===== src/rtl/fpga_robots_game_pkg.sv =====
// Shared constants and types for the robots game tick generators.
package fpga_robots_game_pkg;

  localparam int STEP_115200_65MHZ = 929;
  localparam int DEFAULT_ACC_W     = 19;
  localparam int DEFAULT_DIV_N     = 6;
  localparam int CNT_W             = 4;

  typedef logic [3:0] chan_idx_t;

endpackage


===== src/rtl/fpga_robots_game_tick_chan.sv =====
// One timing channel: phase accumulator, tick/tick8 pulse registers and the slow divider
// (the divider exists only when FPGA_ROBOTS_GAME_TICKS_SLOW_EN is defined).
module fpga_robots_game_tick_chan
  import fpga_robots_game_pkg::*;
#(
  parameter int ACC_W     = DEFAULT_ACC_W,
  parameter int STEP_INIT = STEP_115200_65MHZ,
  parameter int DIV_N     = DEFAULT_DIV_N
) (
  input  logic             clk,
  input  logic             rst,
  input  logic             wr_en,
  input  logic [ACC_W-1:0] wr_step,
  input  logic             sync,
  output logic             tick,
  output logic             tick8,
  output logic             slow
);

  localparam logic [ACC_W-1:0] STEP_RST = ACC_W'(STEP_INIT);

  logic [ACC_W-1:0] acc_r;
  logic [ACC_W-1:0] step_r;
  logic [ACC_W:0]   sum_s;
  logic             carry_s;
  logic             t8_flip_s;
  logic             tick_r;
  logic             tick8_r;

  // Next accumulator value plus the carry-out and eighth-period boundary crossing.
  always_comb begin
    sum_s     = {1'b0, acc_r} + {1'b0, step_r};
    carry_s   = sum_s[ACC_W];
    t8_flip_s = sum_s[ACC_W-3] ^ acc_r[ACC_W-3];
  end

  // Accumulator, step and pulse registers; a write never disturbs the accumulator.
  always_ff @(posedge clk) begin
    if (rst) begin
      acc_r   <= '0;
      step_r  <= STEP_RST;
      tick_r  <= 1'b0;
      tick8_r <= 1'b0;
    end else begin
      if (wr_en) begin
        step_r <= wr_step;
      end
      if (sync) begin
        acc_r   <= '0;
        tick_r  <= 1'b0;
        tick8_r <= 1'b0;
      end else begin
        acc_r   <= sum_s[ACC_W-1:0];
        tick_r  <= carry_s;
        tick8_r <= t8_flip_s;
      end
    end
  end

  assign tick  = tick_r;
  assign tick8 = tick8_r;

`ifdef FPGA_ROBOTS_GAME_TICKS_SLOW_EN
  localparam logic [CNT_W-1:0] CNT_LAST = CNT_W'(DIV_N - 1);
  localparam logic [CNT_W-1:0] CNT_ONE  = CNT_W'(1);

  logic [CNT_W-1:0] cnt_r;
  logic             slow_r;

  // Divider counts registered tick8 pulses and emits slow on the DIV_N-th.
  always_ff @(posedge clk) begin
    if (rst || sync) begin
      cnt_r  <= '0;
      slow_r <= 1'b0;
    end else if (tick8_r) begin
      if (cnt_r == CNT_LAST) begin
        cnt_r  <= '0;
        slow_r <= 1'b1;
      end else begin
        cnt_r  <= cnt_r + CNT_ONE;
        slow_r <= 1'b0;
      end
    end else begin
      slow_r <= 1'b0;
    end
  end

  assign slow = slow_r;
`else
  assign slow = 1'b0;
`endif

endmodule


===== src/rtl/fpga_robots_game_ticks.sv =====
// NCHAN independent baud/game tick generators with a shared step-write port.
// Define FPGA_ROBOTS_GAME_TICKS_SLOW_EN to build the per-channel slow divider.
module fpga_robots_game_ticks
  import fpga_robots_game_pkg::*;
#(
  parameter int NCHAN     = 4,
  parameter int ACC_W     = DEFAULT_ACC_W,
  parameter int STEP_INIT = STEP_115200_65MHZ,
  parameter int DIV_N     = DEFAULT_DIV_N
) (
  input  logic             clk,
  input  logic             rst,
  input  logic             wr_en,
  input  chan_idx_t        wr_chan,
  input  logic [ACC_W-1:0] wr_step,
  input  logic             sync,
  output logic [NCHAN-1:0] tick,
  output logic [NCHAN-1:0] tick8,
  output logic [NCHAN-1:0] slow
);

  logic wr_ok_s;

  // Steps of 2^(ACC_W-3) or more would skip eighth-period boundaries, so they are refused.
  always_comb begin
    if (wr_en && (wr_step[ACC_W-1 -: 3] == 3'b000)) begin
      wr_ok_s = 1'b1;
    end else begin
      wr_ok_s = 1'b0;
    end
  end

  for (genvar i = 0; i < NCHAN; i++) begin : g_chan
    logic chan_wr_s;

    // Out-of-range channel indices match no channel and are dropped here.
    assign chan_wr_s = wr_ok_s && (wr_chan == 4'(i));

    fpga_robots_game_tick_chan #(
      .ACC_W     (ACC_W),
      .STEP_INIT (STEP_INIT),
      .DIV_N     (DIV_N)
    ) u_chan (
      .clk     (clk),
      .rst     (rst),
      .wr_en   (chan_wr_s),
      .wr_step (wr_step),
      .sync    (sync),
      .tick    (tick[i]),
      .tick8   (tick8[i]),
      .slow    (slow[i])
    );
  end

endmodule


===== config.mk =====
export PLATFORM = sky130hd
export DESIGN_NAME = fpga_robots_game_ticks
export DESIGN_NICKNAME = d
export VERILOG_FILES = /design/src/rtl/fpga_robots_game_pkg.sv /design/src/rtl/fpga_robots_game_tick_chan.sv /design/src/rtl/fpga_robots_game_ticks.sv
export SDC_FILE = /design/constraint.sdc
export NUM_CORES = 1
export LEC_CHECK = 0
export ABC_AREA = 1
export CAP_MARGIN = 20
export CORE_UTILIZATION = 55
export DETAILED_ROUTE_END_ITERATION = 8
export PLACE_DENSITY = 0.76
export SLEW_MARGIN = 0
export SYNTH_ARGS = -nofsm -noshare
export SYNTH_HDL_FRONTEND = slang
export SYNTH_HIERARCHICAL = 1
export SYNTH_SLANG_ARGS = --single-unit

===== constraint.sdc =====
create_clock -name clk -period 1.7 [get_ports clk]
set_input_delay 0.51 -clock clk [delete_from_list [all_inputs] [get_ports clk]]
set_output_delay 0.51 -clock clk [all_outputs]
set_load 0.005 [all_outputs]

== After elaboration in Yosys (flattened, before gate mapping) ==
Index checks and enable logic that the tools add are counted.

* Bits of input ports: 27
* Word-level logic and storage cells: 36
* Bits in registers: 160
* Output and inout port bits: 12

* Bitwise gates (word level): 4
* Reductions and logical operators: 8
* Multiplexer cells: 1
* Add/sub/neg operators: 4
* Eq/ne operators: 3

{| class="wikitable"
|+ Operators by type and width
! kind !! number
|-
| $add 19x19->20 || 4
|-
| $eq 4x2->1 const B || 2
|-
| $logic_and 1x1->1 || 5
|-
| $eq 4x1->1 const B || 1
|-
| $logic_not 4->1 || 1
|-
| $xor 1x1->1 || 4
|-
| $logic_not 3->1 || 1
|-
| $reduce_or 2->1 || 1
|-
| $mux 1 || 1
|}

== Longest topological paths before layout ==
* Depth in word-level cells: 4
* Mapped depth: 12
* Mapped depth without buffers: 12

== Modules after synthesis ==
The synthesis kept the hierarchy.

{| class="wikitable"
|+ Modules (own cells, without submodules)
! module !! instances !! cells each !! seq. area each (um^2) !! area each (um^2)
|-
| fpga_robots_game_tick_chan (g_chan[0].u_chan ...) || 2 || 336 || 800.8 || 2314.7
|-
| fpga_robots_game_tick_chan (g_chan[2].u_chan) || 1 || 336 || 800.8 || 2297.2
|-
| fpga_robots_game_tick_chan (g_chan[3].u_chan) || 1 || 331 || 800.8 || 2262.2
|-
| fpga_robots_game_ticks || 1 || 20 || 0.0 || 82.6
|}

== Worst setup path after synthesis ==
No wires, ideal clock.

* Kind: register -> register
* From: reg g_chan[2].u_chan.acc_r[0]
* To: reg g_chan[2].u_chan.tick8_r
* Clock period less this slack: 1.682 ns
* Setup slack: 0.018 ns
* Library setup time: 0.113 ns
* Cell stages (with the launch flop): 13
* Arrival time: 1.569 ns
* Buffers on the path: 0
* Required time: 1.587 ns
* Cell sequence: dfxtp_1 > ha_1 > fa_1 > nand2_1 > nand2_1 > nand3_1 > nand2_2 > nand2_2 > nand2_2 > nand2_1 > nand2_1 > nor2_1 > nor2_1

* Longest elaborated chain between the ends: 2

{| class="wikitable"
|+ Ends and longest elaborated chain
! item !! line !! RTL
|-
| start, declared || fpga_robots_game_tick_chan.sv:22 || <nowiki>logic [ACC_W-1:0] acc_r;</nowiki>
|-
| start signal, assigned || fpga_robots_game_tick_chan.sv:53 || <nowiki>acc_r <= sum_s[ACC_W-1:0];</nowiki>
|-
| $add 19x19->20 || fpga_robots_game_tick_chan.sv:32 || <nowiki>sum_s = {1'b0, acc_r} + {1'b0, step_r};</nowiki>
|-
| $xor 1x1->1 || fpga_robots_game_tick_chan.sv:34 || <nowiki>t8_flip_s = sum_s[ACC_W-3] ^ acc_r[ACC_W-3];</nowiki>
|-
| end signal, assigned || fpga_robots_game_tick_chan.sv:55 || <nowiki>tick8_r <= t8_flip_s;</nowiki>
|-
| end, declared || fpga_robots_game_tick_chan.sv:28 || <nowiki>logic tick8_r;</nowiki>
|}

Every way passes these cells.
A chain may end at the register's enable or synchronous reset.

== Worst setup path after layout ==
* From: reg g_chan[3].u_chan.step_r[0]
* To: reg g_chan[3].u_chan.tick8_r

* Longest elaborated chain between the ends: 2

{| class="wikitable"
|+ Ends and longest elaborated chain
! item !! line !! RTL
|-
| start, declared || fpga_robots_game_tick_chan.sv:23 || <nowiki>logic [ACC_W-1:0] step_r;</nowiki>
|-
| start signal, assigned || fpga_robots_game_tick_chan.sv:46 || <nowiki>step_r <= wr_step;</nowiki>
|-
| $add 19x19->20 || fpga_robots_game_tick_chan.sv:32 ||
|-
| $xor 1x1->1 || fpga_robots_game_tick_chan.sv:34 ||
|-
| end signal, assigned || fpga_robots_game_tick_chan.sv:55 ||
|-
| end, declared || fpga_robots_game_tick_chan.sv:28 ||
|}

Every way passes these cells.

==> summary.md <==
| Metric | Value |
|---|---|
| Status | finished, violations left |
| Failing checks | setup timing |
| Setup violators final | 1 |
| Via density | 5.37 |
| Ys Warns | 6 |
| WL/cell | approximately 14 um |
| Number of global-route vias before repair | slightly above 8k |
| Final WS setup | -0.00325 ns |
| Mapped Nets | ~1.5k |
| Overall Power | roughly 0.0084 W |
| Die Ht | approximately 130 um |
| Gate Count Post-Synth | 1,359 |
| First-pass detailed-route iteration total | 7 |
| Detailed-route via count | ~9.1k |
| CP Max Fanout | 3 |
| Routed wire length | about 24 mm |
| CP Launch Type | flip-flop |
| WS Path Type | flip-flop to flip-flop |
| Root Buffer | clkbuf_16 |
| Clock period minus final worst setup slack | roughly 1.7 ns |
| Post-route ant nets | 0 |
| Starting Density | a little under three fifths |
| Worst Skew | 0.00784 ns |
| GRT overflow | 0 |
| Die width | between 100 and 150 um |
| Mapped cell area | between 9000 and 10,000 sq um |
| Syn Area/Cell | ~6.8 sq um |
| I/O pin total | 39 |
| Global-route wire length before repair | ~37 mm |
| Final Hold Vio Count | 0 |
| Number of synthesized register bits | 160 |
| CP required | about 2 ns |
| Post-route DRC | 0 |
| Setup total negative slack | -0.00325 ns |
| CP arrival | 2.03 ns |
| Num CTS Buffers | 17 |
| R2R setup slack | -0.003 ns |
| IO buf count | 34 |
| Final HPWL DP | between 15 and 20 mm |
| Die ar. | roughly 17,000 sq um |
| Max VDD drop | approximately 0.00076 V |
| Hold crit path type | flip-flop to flip-flop |
| Final GP Congestion | between 0.8 and 0.9 |
| Synth unique cells | 38 |
| Most frequent cells in the layout | nand2_1, nor2_1, dfxtp_1 |
| Largest net degree at the start of global routing | 20 |
| CP endpoint kind | flip-flop |
| CTS Buffer Depth | 2 |
| # H-tree levels | 4 |
| LEAKAGE | ~5.6 nW |
| Layout Utilization | between 70% and 80% |
| Most common cell after layout, fill and taps aside | nand2_1 |
| Core ar. | around 17,000 sq um |
| Gr usage total | 26.7% |
| Synthesis-to-finish area growth | 25.1% |
| RSZ-0062 raised after global routing | yes |
| Clk_lat worst skew | approximately 0.43 ns |
| Clock sinks | 160 |
| Final worst-path cycle share | 100% |
| Initial antenna violation count | 0 |
| Post-Layout Cell Count | ~1.7k |
| N_diodes | 0 |
| Clk slew on worst S/H paths | about 0.07 ns |
| Cts hold-fix bufs | 0 |
| Share of post-route cells with drive strength above 1 | a little under 20% |
| Post-synthesis sequential area ratio | 34.5% |
| Std-Cell Rows | 47 |
| Pwr per Cell Area | around 720 nW/um^2 |
| Final nets | 1,568 |
| Max frequency | between 0.5 and 0.6 GHz |
| Starting DRT DRC Count | 564 |
| Placed cells | approximately 1.6k |
| Max-cap violation count | 0 |
| Max Slew Vio Count | 0 |
| Placement Setup Slack | -0.325 ns |
| TritonCTS clock tree | yes |
==> logic make-up after synthesis <==
kind of cell,count (synthesis),synth area share [%]
fa+ha+maj,80,11.1
other cells,4,0.162
buf+inv,173,7.48
compound gates,271,16.0
simple gates,671,30.7
flops,160,34.5
==> stage by stage <==
stage,area [sq um],hold WS [ns]
floorplan,9270,0.433
detailed placement,10200,0.459
CTS,10900,0.475
global route,11600,0.496
global placement,10200,0.461
finish,11600,0.471
==> layout make-up <==
| class | instances | area, sq um |
|---|---|---|
| tap | 220 | 275 |
| multi-input combinational | 1026 | 6090 |
| timing repair buffer | 107 | 911 |
| fill | 1359 | 4920 |
| clock inverter | 13 | 106 |
| sequential | 160 | 3210 |
| inverter | 149 | 559 |
| clock buffer | 19 | 443 |
==> worst max-delay path, stage by stage, from the launching register on <==
cell and delay (ns):
dfxtp_2 0.34, ha_4 0.16, fa_2 0.40, nand2_2 0.09
nand2_2 0.07, nand3_2 0.08, nand2_2 0.07, nand2_2 0.09
nand2_2 0.05, nand2_2 0.09, nand2_1 0.05, nand2_1 0.07
a21oi_2 0.05
==> sequential cells by signal, indices dropped and copies added, names as in the netlist <==
signal / flops
g_chan.u_chan/tick: 4
g_chan.u_chan/acc_r: 76
g_chan.u_chan/tick8: 4
g_chan.u_chan/step_r: 76
==> synth_stat cells <==
| cell type | n | area [sq um] |
|---|---|---|
| a21o_1 | 9 | 67.6 |
| a21o_2 | 1 | 8.76 |
| conb_1 | 4 | 15.0 |
| o21ai_2 | 3 | 26.3 |
| nor4_1 | 2 | 12.5 |
| nand2_2 | 29 | 181 |
| inv_1 | 136 | 510 |
| ha_1 | 76 | 951 |
| buf_2 | 5 | 25.0 |
| a21boi_1 | 1 | 7.51 |
| clkbuf_1 | 12 | 45.0 |
| nor3_2 | 1 | 10.0 |
| a21oi_2 | 6 | 52.6 |
| nor2_4 | 1 | 11.3 |
| o21ai_1 | 4 | 20.0 |
| clkinv_1 | 4 | 15.0 |
| o211ai_1 | 1 | 7.51 |
| nand2_1 | 285 | 1070 |
| a21oi_1 | 119 | 596 |
| nand3_1 | 71 | 355 |
| inv_2 | 9 | 33.8 |
| buf_6 | 3 | 33.8 |
| o21bai_1 | 8 | 60.1 |
| and2_1 | 1 | 6.26 |
| dfxtp_1 | 160 | 3200 |
| nand3_2 | 11 | 110 |
| nor2_1 | 250 | 938 |
| fa_1 | 4 | 80.1 |
| a31oi_2 | 2 | 25.0 |
| buf_4 | 4 | 30.0 |
| nor3_1 | 6 | 30.0 |
| nor3_4 | 3 | 48.8 |
| nor2_2 | 2 | 12.5 |
| o21a_1 | 9 | 67.6 |
| o21ai_0 | 107 | 536 |
| nand4_1 | 8 | 50.1 |
| a21boi_2 | 1 | 11.3 |
| nand3b_1 | 1 | 7.51 |
==> routing by layer <==
metal | share of wire, % | global-route usage [%] | vias to the layer above
met5 | 0 | 0 | -
met2 | 50 | 46.3 | 220
li1 | - | - | 4620
met3 | 4.7 | 4.65 | 45
met1 | 43 | 32.7 | 4216
met4 | 2.5 | 10.6 | 0
==> final timing paths <==
| kind | depth (start not counted) | end | startpoint |
|---|---|---|---|
| max | 12 | g_chan[3].u_chan/tick8 | g_chan[3].u_chan/step_r[0] |
| max reg2reg | 12 | g_chan[3].u_chan/tick8 | g_chan[3].u_chan/step_r[0] |
| min | 2 | g_chan[3].u_chan/step_r[7] | g_chan[3].u_chan/step_r[7] |
| min reg2reg | 2 | g_chan[3].u_chan/step_r[7] | g_chan[3].u_chan/step_r[7] |
==> power by group <==
group	switching (W)	internal (W)	total (W)
logic	0.000507	0.000382	0.000889
clock network	0.00168	0.00194	0.00362
registers	0.0000413	0.00381	0.00385
total	0.00223	0.00613	0.00835
==> timing repair <==
action | CTS | global route
pin swaps | 16 | 35
endpoints found under the setup margin | 28 | 94
setup buffers | 5 | 9
gates resized for setup | 29 | 138
No activity file was read; power rests on OpenSTA's default activity.
